**config.mk**
```make
export PLATFORM = sky130hd
export DESIGN_NAME = ucie_rdi_pl_responder_flat
export DESIGN_NICKNAME = d
export VERILOG_FILES = /design/src/rtl/ucie_rdi_pkg.sv /design/src/rtl/ucie_rdi_if.sv /design/src/rtl/ucie_rdi_timer.sv /design/src/rtl/ucie_rdi_pl_responder.sv /design/src/flat_wrapper.sv
export SDC_FILE = /design/constraint.sdc
export NUM_CORES = 1
export LEC_CHECK = 0
export BUFFER_PORTS_ARGS = -buffer_cell sky130_fd_sc_hd__buf_2
export CORE_ASPECT_RATIO = 0.6
export CORE_MARGIN = 1
export CORE_UTILIZATION = 57
export DETAILED_ROUTE_END_ITERATION = 10
export PLACE_DENSITY = 0.83
export SYNTH_ARGS = -nofsm -noshare
export SYNTH_HDL_FRONTEND = slang
export SYNTH_HIERARCHICAL = 1
export SYNTH_SLANG_ARGS = --single-unit
```
**constraint.sdc**
```tcl
create_clock -name i_clk -period 7.2 [get_ports i_clk]
set_input_delay 0.72 -clock i_clk [delete_from_list [all_inputs] [get_ports i_clk]]
set_output_delay 0.72 -clock i_clk [all_outputs]
set_load 0.01 [all_outputs]
```
**src/rtl/ucie_rdi_pkg.sv**
```systemverilog
// Shared encodings for the RDI physical-layer responder.
// State-status and adapter request codes plus the FSM state type.
package ucie_rdi_pkg;

    localparam logic [3:0] STS_RESET     = 4'b0000;
    localparam logic [3:0] STS_ACTIVE    = 4'b0001;
    localparam logic [3:0] STS_LINKRESET = 4'b1001;
    localparam logic [3:0] STS_LINKERROR = 4'b1010;
    localparam logic [3:0] STS_RETRAIN   = 4'b1011;
    localparam logic [3:0] STS_DISABLED  = 4'b1100;

    localparam logic [3:0] REQ_NOP       = 4'b0000;
    localparam logic [3:0] REQ_ACTIVE    = 4'b0001;
    localparam logic [3:0] REQ_L1        = 4'b0100;
    localparam logic [3:0] REQ_LINKRESET = 4'b1001;
    localparam logic [3:0] REQ_RETRAIN   = 4'b1011;
    localparam logic [3:0] REQ_DISABLED  = 4'b1100;

    typedef enum logic [2:0] {
        ST_RESET,
        ST_TRAIN,
        ST_ACTIVE,
        ST_RETRAIN,
        ST_LINKRESET,
        ST_LINKERROR,
        ST_DISABLED
    } rdi_state_e;

    // TRAIN is invisible to the adapter and reports Reset.
    function automatic logic [3:0] state_sts(rdi_state_e s);
        logic [3:0] r;
        r = STS_RESET;
        case (s)
            ST_ACTIVE:    r = STS_ACTIVE;
            ST_RETRAIN:   r = STS_RETRAIN;
            ST_LINKRESET: r = STS_LINKRESET;
            ST_LINKERROR: r = STS_LINKERROR;
            ST_DISABLED:  r = STS_DISABLED;
            default:      r = STS_RESET;
        endcase
        return r;
    endfunction

endpackage

```
**src/rtl/ucie_rdi_if.sv**
```systemverilog
// RDI signal bundle between adapter (master) and PHY side (slave).
// lp_* flow adapter to PHY, pl_* flow PHY to adapter.
interface ucie_rdi_if;

    logic [3:0] lp_state_req;
    logic       lp_linkerror;
    logic [3:0] pl_state_sts;
    logic       pl_inband_pres;
    logic [2:0] pl_speedmode;
    logic [2:0] pl_lnk_cfg;
    logic       pl_phyinrecenter;
    logic       pl_trainerror;
    logic       pl_error;

    modport master (
        output lp_state_req,
        output lp_linkerror,
        input  pl_state_sts,
        input  pl_inband_pres,
        input  pl_speedmode,
        input  pl_lnk_cfg,
        input  pl_phyinrecenter,
        input  pl_trainerror,
        input  pl_error
    );

    modport slave (
        input  lp_state_req,
        input  lp_linkerror,
        output pl_state_sts,
        output pl_inband_pres,
        output pl_speedmode,
        output pl_lnk_cfg,
        output pl_phyinrecenter,
        output pl_trainerror,
        output pl_error
    );

endinterface

```
**src/rtl/ucie_rdi_timer.sv**
```systemverilog
// Loadable down-counter shared by TRAIN, RETRAIN and LINKRESET.
// Done flags the last counted cycle; it parks at zero, never wraps.
module ucie_rdi_timer #(
    parameter int W = 7
) (
    input  logic         i_clk,
    input  logic         i_rst,
    input  logic         i_load,
    input  logic [W-1:0] i_val,
    output logic         o_done
);

    logic [W-1:0] cnt;

    // Load has priority; otherwise count down and stop at zero.
    always_ff @(posedge i_clk) begin
        if (i_rst) begin
            cnt <= '0;
        end else if (i_load) begin
            cnt <= i_val;
        end else if (cnt != '0) begin
            cnt <= cnt - 1'b1;
        end
    end

    assign o_done = (cnt == W'(1)) && !i_load;

endmodule

```
**src/rtl/ucie_rdi_pl_responder.sv**
```systemverilog
// RDI physical-layer-side state responder standing in for the PHY.
// Turns adapter requests and PHY events into registered pl_* status.
module ucie_rdi_pl_responder
    import ucie_rdi_pkg::*;
#(
    parameter int TRAIN_CYCLES   = 64,
    parameter int RETRAIN_CYCLES = 16
) (
    input  logic       i_clk,
    input  logic       i_rst,
    ucie_rdi_if.slave  rdi,
    input  logic       i_phy_start,
    input  logic       i_phy_train_fail,
    input  logic       i_phy_recenter,
    input  logic [2:0] i_cfg_speedmode,
    input  logic [2:0] i_cfg_lnk_cfg
);

    localparam int MAXC = (TRAIN_CYCLES > RETRAIN_CYCLES)
                        ? TRAIN_CYCLES : RETRAIN_CYCLES;
    localparam int TW = $clog2(MAXC + 1);
    localparam logic [TW-1:0] TRAIN_VAL = TW'(TRAIN_CYCLES);
    localparam logic [TW-1:0] RETR_VAL  = TW'(RETRAIN_CYCLES);

    rdi_state_e    state;
    rdi_state_e    state_n;
    logic          tmr_load;
    logic [TW-1:0] tmr_val;
    logic          tmr_done;

    logic [3:0] sts_q;
    logic       pres_q;
    logic [2:0] spd_q;
    logic [2:0] lnk_q;
    logic       rc_q;
    logic       terr_q;
    logic       err_q;

    logic [3:0] sts_n;
    logic       pres_n;
    logic [2:0] spd_n;
    logic [2:0] lnk_n;
    logic       rc_n;
    logic       terr_n;
    logic       err_n;

    logic [3:0] req;
    logic       lerr;

    assign req  = rdi.lp_state_req;
    assign lerr = rdi.lp_linkerror;

    ucie_rdi_timer #(.W(TW)) u_timer (
        .i_clk  (i_clk),
        .i_rst  (i_rst),
        .i_load (tmr_load),
        .i_val  (tmr_val),
        .o_done (tmr_done)
    );

    // State and output registers.
    always_ff @(posedge i_clk) begin
        if (i_rst) begin
            state  <= ST_RESET;
            sts_q  <= STS_RESET;
            pres_q <= 1'b0;
            spd_q  <= '0;
            lnk_q  <= '0;
            rc_q   <= 1'b0;
            terr_q <= 1'b0;
            err_q  <= 1'b0;
        end else begin
            state  <= state_n;
            sts_q  <= sts_n;
            pres_q <= pres_n;
            spd_q  <= spd_n;
            lnk_q  <= lnk_n;
            rc_q   <= rc_n;
            terr_q <= terr_n;
            err_q  <= err_n;
        end
    end

    // Next state; a link error outranks every other event.
    always_comb begin
        state_n  = state;
        tmr_load = 1'b0;
        tmr_val  = TRAIN_VAL;
        if (state != ST_LINKERROR && lerr) begin
            state_n = ST_LINKERROR;
        end else begin
            unique case (state)
                ST_RESET: begin
                    if (i_phy_start) begin
                        state_n  = ST_TRAIN;
                        tmr_load = 1'b1;
                    end else if (pres_q && req == REQ_ACTIVE) begin
                        state_n = ST_ACTIVE;
                    end
                end
                ST_TRAIN: begin
                    if (i_phy_train_fail) begin
                        state_n = ST_LINKERROR;
                    end else if (tmr_done) begin
                        state_n = ST_RESET;
                    end
                end
                ST_ACTIVE: begin
                    if (req == REQ_RETRAIN || i_phy_recenter) begin
                        state_n  = ST_RETRAIN;
                        tmr_load = 1'b1;
                        tmr_val  = RETR_VAL;
                    end else if (req == REQ_LINKRESET) begin
                        state_n  = ST_LINKRESET;
                        tmr_load = 1'b1;
                        tmr_val  = RETR_VAL;
                    end else if (req == REQ_DISABLED) begin
                        state_n = ST_DISABLED;
                    end
                end
                ST_RETRAIN: begin
                    if (!rc_q && req == REQ_ACTIVE) begin
                        state_n = ST_ACTIVE;
                    end
                end
                ST_LINKRESET: begin
                    if (tmr_done) begin
                        state_n = ST_RESET;
                    end
                end
                ST_DISABLED: begin
                    if (i_phy_start) begin
                        state_n  = ST_TRAIN;
                        tmr_load = 1'b1;
                    end
                end
                ST_LINKERROR: begin
                    if (!lerr && req == REQ_ACTIVE) begin
                        state_n = ST_RESET;
                    end
                end
                default: state_n = ST_RESET;
            endcase
        end
    end

    // Next output values, derived from the transition being taken.
    always_comb begin
        sts_n  = state_sts(state_n);
        pres_n = pres_q;
        spd_n  = spd_q;
        lnk_n  = lnk_q;
        rc_n   = rc_q;
        terr_n = 1'b0;
        err_n  = 1'b0;
        if (state == ST_TRAIN && state_n == ST_RESET) begin
            pres_n = 1'b1;
            spd_n  = i_cfg_speedmode;
            lnk_n  = i_cfg_lnk_cfg;
        end
        if (state == ST_LINKRESET && state_n == ST_RESET) begin
            pres_n = 1'b0;
        end
        if (state == ST_DISABLED && state_n == ST_TRAIN) begin
            pres_n = 1'b0;
        end
        if (state_n == ST_LINKERROR) begin
            pres_n = 1'b0;
            err_n  = (state != ST_LINKERROR);
        end
        if (state == ST_TRAIN && !lerr && i_phy_train_fail) begin
            terr_n = 1'b1;
        end
        if (state_n != ST_RETRAIN) begin
            rc_n = 1'b0;
        end else if (state != ST_RETRAIN) begin
            rc_n = 1'b1;
        end else if (tmr_done) begin
            rc_n = 1'b0;
        end
    end

    assign rdi.pl_state_sts     = sts_q;
    assign rdi.pl_inband_pres   = pres_q;
    assign rdi.pl_speedmode     = spd_q;
    assign rdi.pl_lnk_cfg       = lnk_q;
    assign rdi.pl_phyinrecenter = rc_q;
    assign rdi.pl_trainerror    = terr_q;
    assign rdi.pl_error         = err_q;

endmodule

```
**src/flat_wrapper.sv**
```systemverilog
// flat-port wrapper written by rule: the top's interface ports become plain ports
module ucie_rdi_pl_responder_flat import ucie_rdi_pkg::*;
#(
    parameter int TRAIN_CYCLES   = 64,
    parameter int RETRAIN_CYCLES = 16
)
  (i_clk, i_rst, i_phy_start, i_phy_train_fail, i_phy_recenter, i_cfg_speedmode, i_cfg_lnk_cfg, rdi_lp_state_req, rdi_lp_linkerror, rdi_pl_state_sts, rdi_pl_inband_pres, rdi_pl_speedmode, rdi_pl_lnk_cfg, rdi_pl_phyinrecenter, rdi_pl_trainerror, rdi_pl_error);
  ucie_rdi_if rdi_i ();
  input  logic i_clk;
  input  logic i_rst;
  input  logic i_phy_start;
  input  logic i_phy_train_fail;
  input  logic i_phy_recenter;
  input  logic [2:0] i_cfg_speedmode;
  input  logic [2:0] i_cfg_lnk_cfg;
  input wire logic [$bits(rdi_i.lp_state_req)-1:0] rdi_lp_state_req;
  input wire logic [$bits(rdi_i.lp_linkerror)-1:0] rdi_lp_linkerror;
  output wire logic [$bits(rdi_i.pl_state_sts)-1:0] rdi_pl_state_sts;
  output wire logic [$bits(rdi_i.pl_inband_pres)-1:0] rdi_pl_inband_pres;
  output wire logic [$bits(rdi_i.pl_speedmode)-1:0] rdi_pl_speedmode;
  output wire logic [$bits(rdi_i.pl_lnk_cfg)-1:0] rdi_pl_lnk_cfg;
  output wire logic [$bits(rdi_i.pl_phyinrecenter)-1:0] rdi_pl_phyinrecenter;
  output wire logic [$bits(rdi_i.pl_trainerror)-1:0] rdi_pl_trainerror;
  output wire logic [$bits(rdi_i.pl_error)-1:0] rdi_pl_error;
  assign rdi_i.lp_state_req = rdi_lp_state_req;
  assign rdi_i.lp_linkerror = rdi_lp_linkerror;
  assign rdi_pl_state_sts = rdi_i.pl_state_sts;
  assign rdi_pl_inband_pres = rdi_i.pl_inband_pres;
  assign rdi_pl_speedmode = rdi_i.pl_speedmode;
  assign rdi_pl_lnk_cfg = rdi_i.pl_lnk_cfg;
  assign rdi_pl_phyinrecenter = rdi_i.pl_phyinrecenter;
  assign rdi_pl_trainerror = rdi_i.pl_trainerror;
  assign rdi_pl_error = rdi_i.pl_error;
  ucie_rdi_pl_responder #(.TRAIN_CYCLES(TRAIN_CYCLES), .RETRAIN_CYCLES(RETRAIN_CYCLES)) u_core (.i_clk(i_clk), .i_rst(i_rst), .rdi(rdi_i), .i_phy_start(i_phy_start), .i_phy_train_fail(i_phy_train_fail), .i_phy_recenter(i_phy_recenter), .i_cfg_speedmode(i_cfg_speedmode), .i_cfg_lnk_cfg(i_cfg_lnk_cfg));
endmodule
```
==> qor.yml, run 1 <==
outcome: "finished, final reports clean"
critPathLaunch: "rdi_lp_state_req[2]"
start_util_pct: 62.49
coreArea_um2: 2245
switching_share_pct: 35.19
worstMarginPinSlew_ns: 0.5426
netlist_area_um2: 1403
gp_congestion: 0.9210
grt_pass1_wl_um: 5299
tns_ns: 0
port_buffers: 29
diodes: 0
hold_buffers: 0
track_usage_pct: 28.65
synth_edf_count: 0
setup_viol: 0
synth_top_area_share_pct: 34.26
die_y_um: 40.43
clk_latency_ns: 0.27
firstDrtPassIters: 5
reg2reg_from: "u_core/state[1]"
overflow: 0
crit_path_max_fanout: 14
clk_path_buf_depth: 2
post-cts-setup-buffers: 0
cp.depth: 14
p_total_uw: 506.4
crit_chain: "buf_2 -> inv_1 -> a31oi_1 -> a211oi_1 -> a31oi_1 -> nor3_1 -> buf_4 -> nor3_2 -> and2_1 -> and2_1 -> o41ai_2 -> a2111oi_4 -> and3_1 -> mux2i_1"
crit_end: "u_core/rdi.pl_lnk_cfg[0]"
crit_path_max_incr_delay_ns: 0.50
synth.top_cells.by_count: "24 x dfxtp_1, 14 x nand2b_1, 10 x nand2_1, 10 x nor2_1, 8 x a21oi_1"
period_share_pct: 46.45
drtIter0Drc: 121
cts_max_level: 1
path_buf_inv: 3
async_flop_share_pct: 0
die_x_um: 66.04
drcViolationCount: 0
synth_flop_cell: "dfxtp_1"
place_inst: 208
placed_area_um2: 1558
critical_path_required_ns: 7.38
synthTopCellsByArea: "dfxtp_1 34%, nand2b_1 6.2%, mux2i_1 5.0%"
intPower_uw: 328.2
rsz0062_at_grt: "false"
cp_slowest_cell: "and3_1"
synth_area_leader_cell: "dfxtp_1"
dpl.hpwl_um: 2579
grt_pass1_vias: 1105
io_pins: 30
r2r-end: "u_core/rdi.pl_lnk_cfg[0]"
hold_viol_final: 0
syn_to_final_growth_pct: 16.15
grt_max_degree: 31
ant_nets: 0
p_clk_share_pct: 23.5
hold_path_class: "reg2reg"
cts_tree: "done"
antenna_found_initial: 0
maxSlewHeadroom_pct: 63.75
power.density_nw_per_um2: 310.9
slew_viol_final: 0
cpLargestDelayFamily: "simple AND/OR/NAND/NOR gates"
layout-drive-gt1-share_pct: 25.27
worstSetupEndpointType: "register"
skew_ns: 0.001718
cts.repair.resized: 0
synth_most_common_cell: "dfxtp_1"
worstPathArrival_ns: 3.53
finalNonFillerCells: 212
n_fill_cell: 174
dieArea_um2: 2670
vdd_ir_drop_max_mv: 0.1898
regToRegSetupSlack_ns: 4.10
synth_cell_types: 53
fp-row-count: 13
static-leakage-power_uw: 0.0006621
ys_seq_area_share_pct: 34.26
ys_warn_count: 6
clock.fmax_ghz: 0.2990
clk_pin_slew_worst_paths_ns: 0.09
wl_per_cell_um: 16.31
start_kind: "primary input"
synth_seq_cells: 24
fin_crit_ns: 3.344
vias_per_cell: 6.071
p_comb_share_pct: 40.4
maxCapViolCount: 0
power_switching_uw: 178.2
cts_root_buf: "clkbuf_8"
sequentialPowerShare_pct: 36.2
postSynthCellCount: 153
dr_total_vias: 1287
final_net_count: 202
cts.sinks: 24
worstRegToRegCells: 11
criticalPathCategory: "in2reg"
avgSynthCellArea_um2: 9.167
postLayoutCellArea_um2: 1629
finalWirelength_um: 3457
numCtsBuffers: 3
==> flip-flops by register name, summed over array words and instances (netlist names) <==
name                         cells
u_core/rdi.pl_error              1
u_core/rdi.pl_inband_pres        1
u_core/rdi.pl_lnk_cfg            3
u_core/rdi.pl_phyinrecenter      1
u_core/rdi.pl_speedmode          3
u_core/rdi.pl_state_sts          4
u_core/rdi.pl_trainerror         1
u_core/state                     3
u_core/u_timer/cnt               7
==> cells by family after synthesis <==
family / after synthesis / synth area share [%]
and+or+nand+nor: 67 / 30.42
DFF: 24 / 34.26
other: 1 / 0.2674
AOI/OAI and AO/OA: 32 / 19.36
muxes: 7 / 4.996
xor gates and xnor gates: 5 / 3.122
buffers and inverters: 14 / 4.907
adders and majority gates: 3 / 2.676
==> layout by cell type, fill, tap and decap left out, types with 2 or more instances in the layout <==
| cell | synthesis | layout |
|---|---|---|
| nor2_1 | 10 | 10 |
| or4_1 | 2 | 2 |
| a21boi_0 | 2 | 2 |
| a211oi_1 | 3 | 3 |
| nand2b_1 | 14 | 14 |
| a21oi_1 | 8 | 8 |
| ha_1 | 3 | 3 |
| nor3_1 | 4 | 4 |
| dfxtp_1 | 24 | 24 |
| o32ai_1 | 3 | 3 |
| mux2i_1 | 7 | 7 |
| a31oi_1 | 3 | 3 |
| and2_1 | 3 | 3 |
| nor3b_1 | 2 | 2 |
| clkbuf_8 | 0 | 3 |
| nand4b_1 | 2 | 2 |
| buf_2 | 4 | 29 |
| nand2_1 | 10 | 10 |
| nor2b_1 | 5 | 5 |
| inv_1 | 5 | 5 |
| xnor2_1 | 4 | 4 |
| conb_1 | 1 | 5 |
==> cell type report <==
cell class	instances	area, um2	share of cell area [%]
clock buffer	3	41.29	2.535
tap	30	37.54	2.304
inverter	5	18.77	1.152
clock inverter	1	30.03	1.843
sequential	24	480.5	29.49
multi-input combinational	119	868.3	53.30
timing repair buffer	30	152.6	9.370
==> per-layer routing <==
layer	GRT usage (%)	wire length, um
met2	46.68	1498
met4	8.511	56
met5	0	0
met3	7.955	320
met1	37.71	1581
==> worst reg2reg max path, delay by kind of cell, from the launching register on <==
kind | cells | cell delay, ns
AO/OA/AOI/OAI | 4 | 0.80
buffers and inverters | 1 | 0.20
flip-flops | 1 | 0.58
multiplexers | 1 | 0.30
AND/OR/NAND/NOR | 5 | 1.14
==> power groups by stage <==
stage / Combinational [uW] / Clock (uW) / Sequential [uW]
after floorplan: 157 / 0 / 179
after global placement: 184 / 0 / 184
after detailed placement: 198 / 0 / 186
after CTS: 201 / 120 / 183
after global routing: 224 / 125 / 186
final: 204 / 119 / 183
==> stage by stage <==
stage	util, %	hold slack [ns]	worst slack [ns]
2_1_floorplan	-	0.4609	4.235
3_3_place_gp	69.40	0.4550	3.898
3_5_place_dp	69.40	0.4675	3.673
4_1_cts	72.58	0.4804	3.908
5_1_grt	72.58	0.5165	3.714
6_report	72.58	0.4805	3.856
==> worst min-delay path by stage <==
stage / start / end / cells after the start
CTS: u_core/rdi.pl_speedmode[1] / u_core/rdi.pl_speedmode[1] / 2
global placement: u_core/rdi.pl_speedmode[0] / u_core/rdi.pl_speedmode[0] / 2
finish: u_core/rdi.pl_speedmode[1] / u_core/rdi.pl_speedmode[1] / 2
global route: u_core/rdi.pl_speedmode[1] / u_core/rdi.pl_speedmode[1] / 2
detailed placement: u_core/rdi.pl_speedmode[2] / u_core/rdi.pl_speedmode[2] / 2
floorplan: u_core/u_timer/cnt[1] / u_core/u_timer/cnt[1] / 2
Note: power is estimated with default switching activity, not from simulation.
==> inputs of run 2 (changes only) <==
- ABC_AREA: not set -> 1
- CORE_UTILIZATION: 57 -> 49
- PLACE_DENSITY: 0.83 -> 0.75
- clock period: 7.2 -> 2.7 ns (I/O delays scaled with it)
==> run 2 against run 1 <==
  * Global-route usage decreased by 7.7 points
  * Power rose to 2.6 times the previous value
  * Setup slack worse by 3.4 ns
  * Synthesized area grew 6.2%
  * Sequential share of layout area down 2.3 points
  * Die area rose by 23%
  * Utilization shrank 11 points
  * Clock power rose to 2.6 times the previous value
  * Non-clock buffer count unchanged
  * Clock skew grew 0.0023 ns
  * Critical endpoint is now u_core/rdi.pl_lnk_cfg[2]
  * Largest power group unchanged
==> qor.yml, run 2 <==
outcome: "finished, final reports clean"
criticalPathCategory: "reg2reg"
met3_length_um: 184
met1_length_um: 1757
post-cts-setup-buffers: 0
layout_commonest_cell: "nand2_1"
n_fill_cell: 298
largest_register: "u_core/u_timer/cnt"
synth_flop_cell: "dfxtp_1"
synthTopCellsByArea: "dfxtp_1 32%, nand2_1 15%, inv_1 8.8%"
synth_most_common_cell: "nand2_1"
clk_path_buf_depth: 2
gp_congestion: 0.9229
drcViolationCount: 0
synth_top_area_share_pct: 32.27
synth_edf_count: 0
critical_path_required_ns: 2.86
synth_seq_cells: 24
wl_per_cell_um: 9.961
postSynthCellCount: 231
layout-drive-gt1-share_pct: 24.63
period_share_pct: 84.62
overflow: 0
clk_latency_ns: 0.26
grt_max_degree: 15
port_buffers: 29
setup_viol: 0
finalWirelength_um: 3088
cts.sinks: 24
worstPathArrival_ns: 2.45
numCtsBuffers: 3
synth.top_cells.by_count: "58 x nand2_1, 35 x inv_1, 33 x nor2_1"
dieArea_um2: 3270
static-leakage-power_uw: 0.0009747
hold_path_class: "in2reg"
rsz0062_at_grt: "false"
async_flop_share_pct: 0
firstDrtPassIters: 5
place_inst: 306
vdd_ir_drop_max_mv: 0.3332
dr_total_vias: 1409
drtIter0Drc: 50
syn_to_final_growth_pct: 18.82
clk_pin_slew_worst_paths_ns: 0.08
largest_register_ffs: 7
highest_layer: "met4"
maxCapViolCount: 0
fin_crit_ns: 2.285
cts.repair.resized: 0
vias_per_cell: 4.545
avgSynthCellArea_um2: 6.446
die_y_um: 44.70
finalNonFillerCells: 310
route.met2.wl_um: 1138
grt_pass1_wl_um: 5181
dpl.hpwl_um: 2498
tns_ns: 0
cts_root_buf: "clkbuf_8"
ys_warn_count: 6
crit_path_max_fanout: 13
netlist_area_um2: 1489
worstSetupEndpointType: "register"
ys_seq_area_share_pct: 32.27
start_util_pct: 51.85
die_x_um: 73.17
fp-row-count: 15
skew_ns: 0.004009
final_cell_mix: "58 x nand2_1, 35 x inv_1, 33 x nor2_1"
diodes: 0
hold_viol_final: 0
power.density_nw_per_um2: 732.6
slew_viol_final: 0
antenna_found_initial: 0
cts_max_level: 1
clock.fmax_ghz: 0.4377
start_kind: "register"
synth_cell_types: 29
hold_buffers: 0
final_net_count: 288
io_pins: 30
ant_nets: 0
cts_tree: "done"
grt_pass1_vias: 1170
track_usage_pct: 20.94
p_total_uw: 1296
synth_area_leader_cell: "dfxtp_1"
coreArea_um2: 2872
-- run 2: cell types whose count changed after synthesis, sizes merged, moves of 4 or more --
cell / previous run / this run
nand2: 11 / 69
inv: 5 / 43
nand4: 1 / 6
buf: 6 / 1
mux2i: 7 / 0
o21ai: 1 / 5
nand3: 1 / 12
nor2: 10 / 42
xnor2: 4 / 0
nand2b: 14 / 0
nor2b: 5 / 0
-- run 2: worst max-delay path, stage by stage (launching register included) --
cell	delay (ns)
dfxtp_1	0.45
inv_2	0.07
nand2_2	0.08
nor2_2	0.06
inv_2	0.04
nand2_1	0.12
inv_1	0.15
a21oi_1	0.07
nor2_1	0.14
o21bai_1	0.09
nand2_1	0.06
nand2_1	0.06
nor2_2	0.14
nand2_2	0.08
nor2_4	0.12
nand4_4	0.20
nor2_1	0.18
nor2_1	0.06
-- run 2: cells by family (layout without fill, tap and decap cells) --
| family | Yosys count | count (layout) | synth area share (%) |
|---|---|---|---|
| fa+ha+maj | 3 | 3 | 2.521 |
| other cells | 1 | 5 | 0.2519 |
| flops | 24 | 24 | 32.27 |
| compound gates | 17 | 17 | 6.386 |
| simple gates | 139 | 139 | 45.38 |
| buf+inv | 45 | 78 | 12.02 |
| xor+xnor | 2 | 2 | 1.177 |
-- run 2: final timing paths --
| kind | from | end | slack, ns | depth (start not counted) |
|---|---|---|---|---|
| worst max-delay path | u_core/state[1] | u_core/rdi.pl_lnk_cfg[2] | 0.42 | 17 |
| worst max register to register | u_core/state[1] | u_core/rdi.pl_lnk_cfg[2] | 0.42 | 17 |
| worst min register to register | u_core/rdi.pl_lnk_cfg[1] | u_core/rdi.pl_lnk_cfg[1] | 0.53 | 4 |
| worst min-delay path | rdi_lp_linkerror | u_core/rdi.pl_trainerror | 0.22 | 2 |
-- run 2: cell type report --
| cell class | instances | area, um2 | area share, % |
|---|---|---|---|
| multi-input combinational | 166 | 844.6 | 47.74 |
| tap | 42 | 52.55 | 2.970 |
| sequential | 24 | 480.5 | 27.16 |
| inverter | 44 | 167.7 | 9.477 |
| clock inverter | 1 | 30.03 | 1.697 |
| timing repair buffer | 30 | 152.6 | 8.628 |
| clock buffer | 3 | 41.29 | 2.334 |
-- run 2: where the power goes --
part / leakage, uW / switching, uW / internal [uW]
sequential: 0.000197 / 49.0 / 413
combinational: 0.000742 / 325 / 200
clock: 0.0000357 / 111 / 198
-- run 2: per-layer routing --
| layer | vias to the layer above | global-route usage [%] |
|---|---|---|
| met5 | - | 0 |
| met4 | 0 | 3.529 |
| met3 | 2 | 4.688 |
| met2 | 42 | 30.56 |
| met1 | 597 | 31.77 |
| li1 | 768 | - |
-- run 2: stage by stage --
stage          cell area, um2  setup WS (ns)  hold slack [ns]  util, %
2_1_floorplan            1504         0.4454           0.3391        -
3_3_place_gp             1698         0.5663           0.4944    59.13
3_5_place_dp             1698         0.4488           0.4919    59.13
4_1_cts                  1769         0.4400           0.2091    61.61
5_1_grt                  1769         0.1312           0.2195    61.61
6_report                 1769         0.4152           0.2186    61.61
==> inputs of run 3 (changes only) <==
- clock period: 2.7 -> 2 ns (I/O delays scaled with it)
==> run 3 against run 2 <==
  * Combinational power is 58% higher
  * Sequential power grew 37%
  * Wire length rose by 12%
  * Count of clock-buffer cells in the layout stayed put
  * Clock skew increased by 0.0068 ns
  * Critical path depth fell by 1
  * First-iteration DRC count grew to 2.7 times the previous value
  * Largest power group unchanged
==> qor.yml, run 3 (same netlist as run 2, synthesis figures left out) <==
outcome: "finished, final reports clean"
cts_max_level: 1
period_share_pct: 96.56
largest_register_ffs: 7
clk_pin_slew_worst_paths_ns: 0.09
dpl.hpwl_um: 2501
static-leakage-power_uw: 0.001053
vias_per_cell: 4.578
track_usage_pct: 21.89
wl_per_cell_um: 10.55
postLayoutCellArea_um2: 1972
clk_path_buf_depth: 2
syn_to_final_growth_pct: 32.44
slew_viol_final: 0
skew_ns: 0.01083
maxCapViolCount: 0
overflow: 0
grt_max_degree: 15
port_buffers: 29
cts_tree: "done"
setup_viol: 0
antenna_found_initial: 0
numCtsBuffers: 3
rsz0062_at_grt: "true"
die_y_um: 44.70
cts_root_buf: "clkbuf_8"
dr_total_vias: 1497
crit_path_max_fanout: 7
io_pins: 30
power.density_nw_per_um2: 958.6
clock.fmax_ghz: 0.5178
p_total_uw: 1890
placed_area_um2: 1778
dieArea_um2: 3270
grt_pass1_wl_um: 5375
whs_ns: 0.1422
gp_congestion: 0.9939
start_util_pct: 51.85
finalWirelength_um: 3451
layout-drive-gt1-share_pct: 34.74
diodes: 0
coreArea_um2: 2872
vdd_ir_drop_max_mv: 0.4595
criticalPathCategory: "reg2reg"
die_x_um: 73.17
drcViolationCount: 0
start_kind: "register"
critical_path_required_ns: 2.17
cts.sinks: 24
hold_viol_final: 0
clk_latency_ns: 0.27
fin_crit_ns: 1.931
grt_pass1_vias: 1222
largest_register: "u_core/u_timer/cnt"
firstDrtPassIters: 5
final_net_count: 305
layout_commonest_cell: "nand2_1"
finish.utilization_pct: 68.67
final_cell_mix: "54 x nand2_1, 33 x inv_1, 32 x nor2_1"
drtIter0Drc: 134
worstPathArrival_ns: 2.10
fp-row-count: 15
worstSetupEndpointType: "register"
ant_nets: 0
hold_buffers: 0
hold_path_class: "in2reg"
## run 3: cell types whose count changed in the layout (fill, tap and decap cells not counted), sizes merged
| cell | previous run | this run |
|---|---|---|
| buf | 30 | 46 |
| nand4 | 6 | 7 |
## run 3: through the flow
| step | cells | setup TNS (ns) | setup WS (ns) |
|---|---|---|---|
| floorplan | 235 | 0 | 0.006193 |
| finish | 327 | 0 | 0.06887 |
| global route | 327 | -0.3644 | -0.07990 |
| detailed placement | 315 | -0.4672 | -0.09534 |
| global placement | 315 | 0 | 0.004799 |
| CTS | 321 | 0 | 0.006052 |
## run 3: final timing paths
check | endpoint | cells past startpoint | start | slack [ns]
max | u_core/rdi.pl_state_sts[2] | 16 | u_core/state[1] | 0.07
min | u_core/rdi.pl_speedmode[1] | 3 | i_cfg_speedmode[1] | 0.14
max reg2reg | u_core/rdi.pl_state_sts[2] | 16 | u_core/state[1] | 0.07
min reg2reg | u_core/rdi.pl_lnk_cfg[2] | 4 | u_core/rdi.pl_lnk_cfg[2] | 0.53
## run 3: where the power goes
| group | internal, uW | switching, uW | leakage (uW) |
|---|---|---|---|
| logic | 347 | 485 | 0.000818 |
| clock network | 268 | 159 | 0.0000357 |
| registers | 561 | 70.5 | 0.000199 |
## run 3: cell type report
type | count | area [um2]
Clock buffer | 3 | 41.29
Clock inverter | 1 | 30.03
Fill cell | 255 | 899.6
Inverter | 44 | 170.2
Multi-Input combinational cell | 167 | 910.9
Sequential cell | 24 | 494.2
Tap cell | 42 | 52.55
Timing Repair Buffer | 46 | 272.8
## run 3: timing repair
action	4_1_cts	5_1_grt
pin swaps	2	16
setup buffers	1	6
setup endpoints to repair	7	13
endpoints found under the hold margin	0	0
cloned	1	0
gates resized for setup	5	15
## run 3: metal layers
metal  wire (um)  global-route usage [%]
met3         302                   5.134
met5           0                       0
met2        1398                   33.70
met1        1739                   32.60
met4          10                   1.176
## run 3: worst max-delay path: stages (launching register included)
cell and delay (ns):
dfxtp_4 0.41, inv_4 0.05, nand2_4 0.07, nor2_4 0.05, inv_2 0.05, nand2_2 0.05
inv_2 0.08, a21oi_4 0.04, nor2_2 0.11, inv_1 0.07, nand2_1 0.08, nand4_2 0.10
nor2_4 0.27, nand2_2 0.12, buf_4 0.14, nand2_1 0.09, nor3_1 0.06
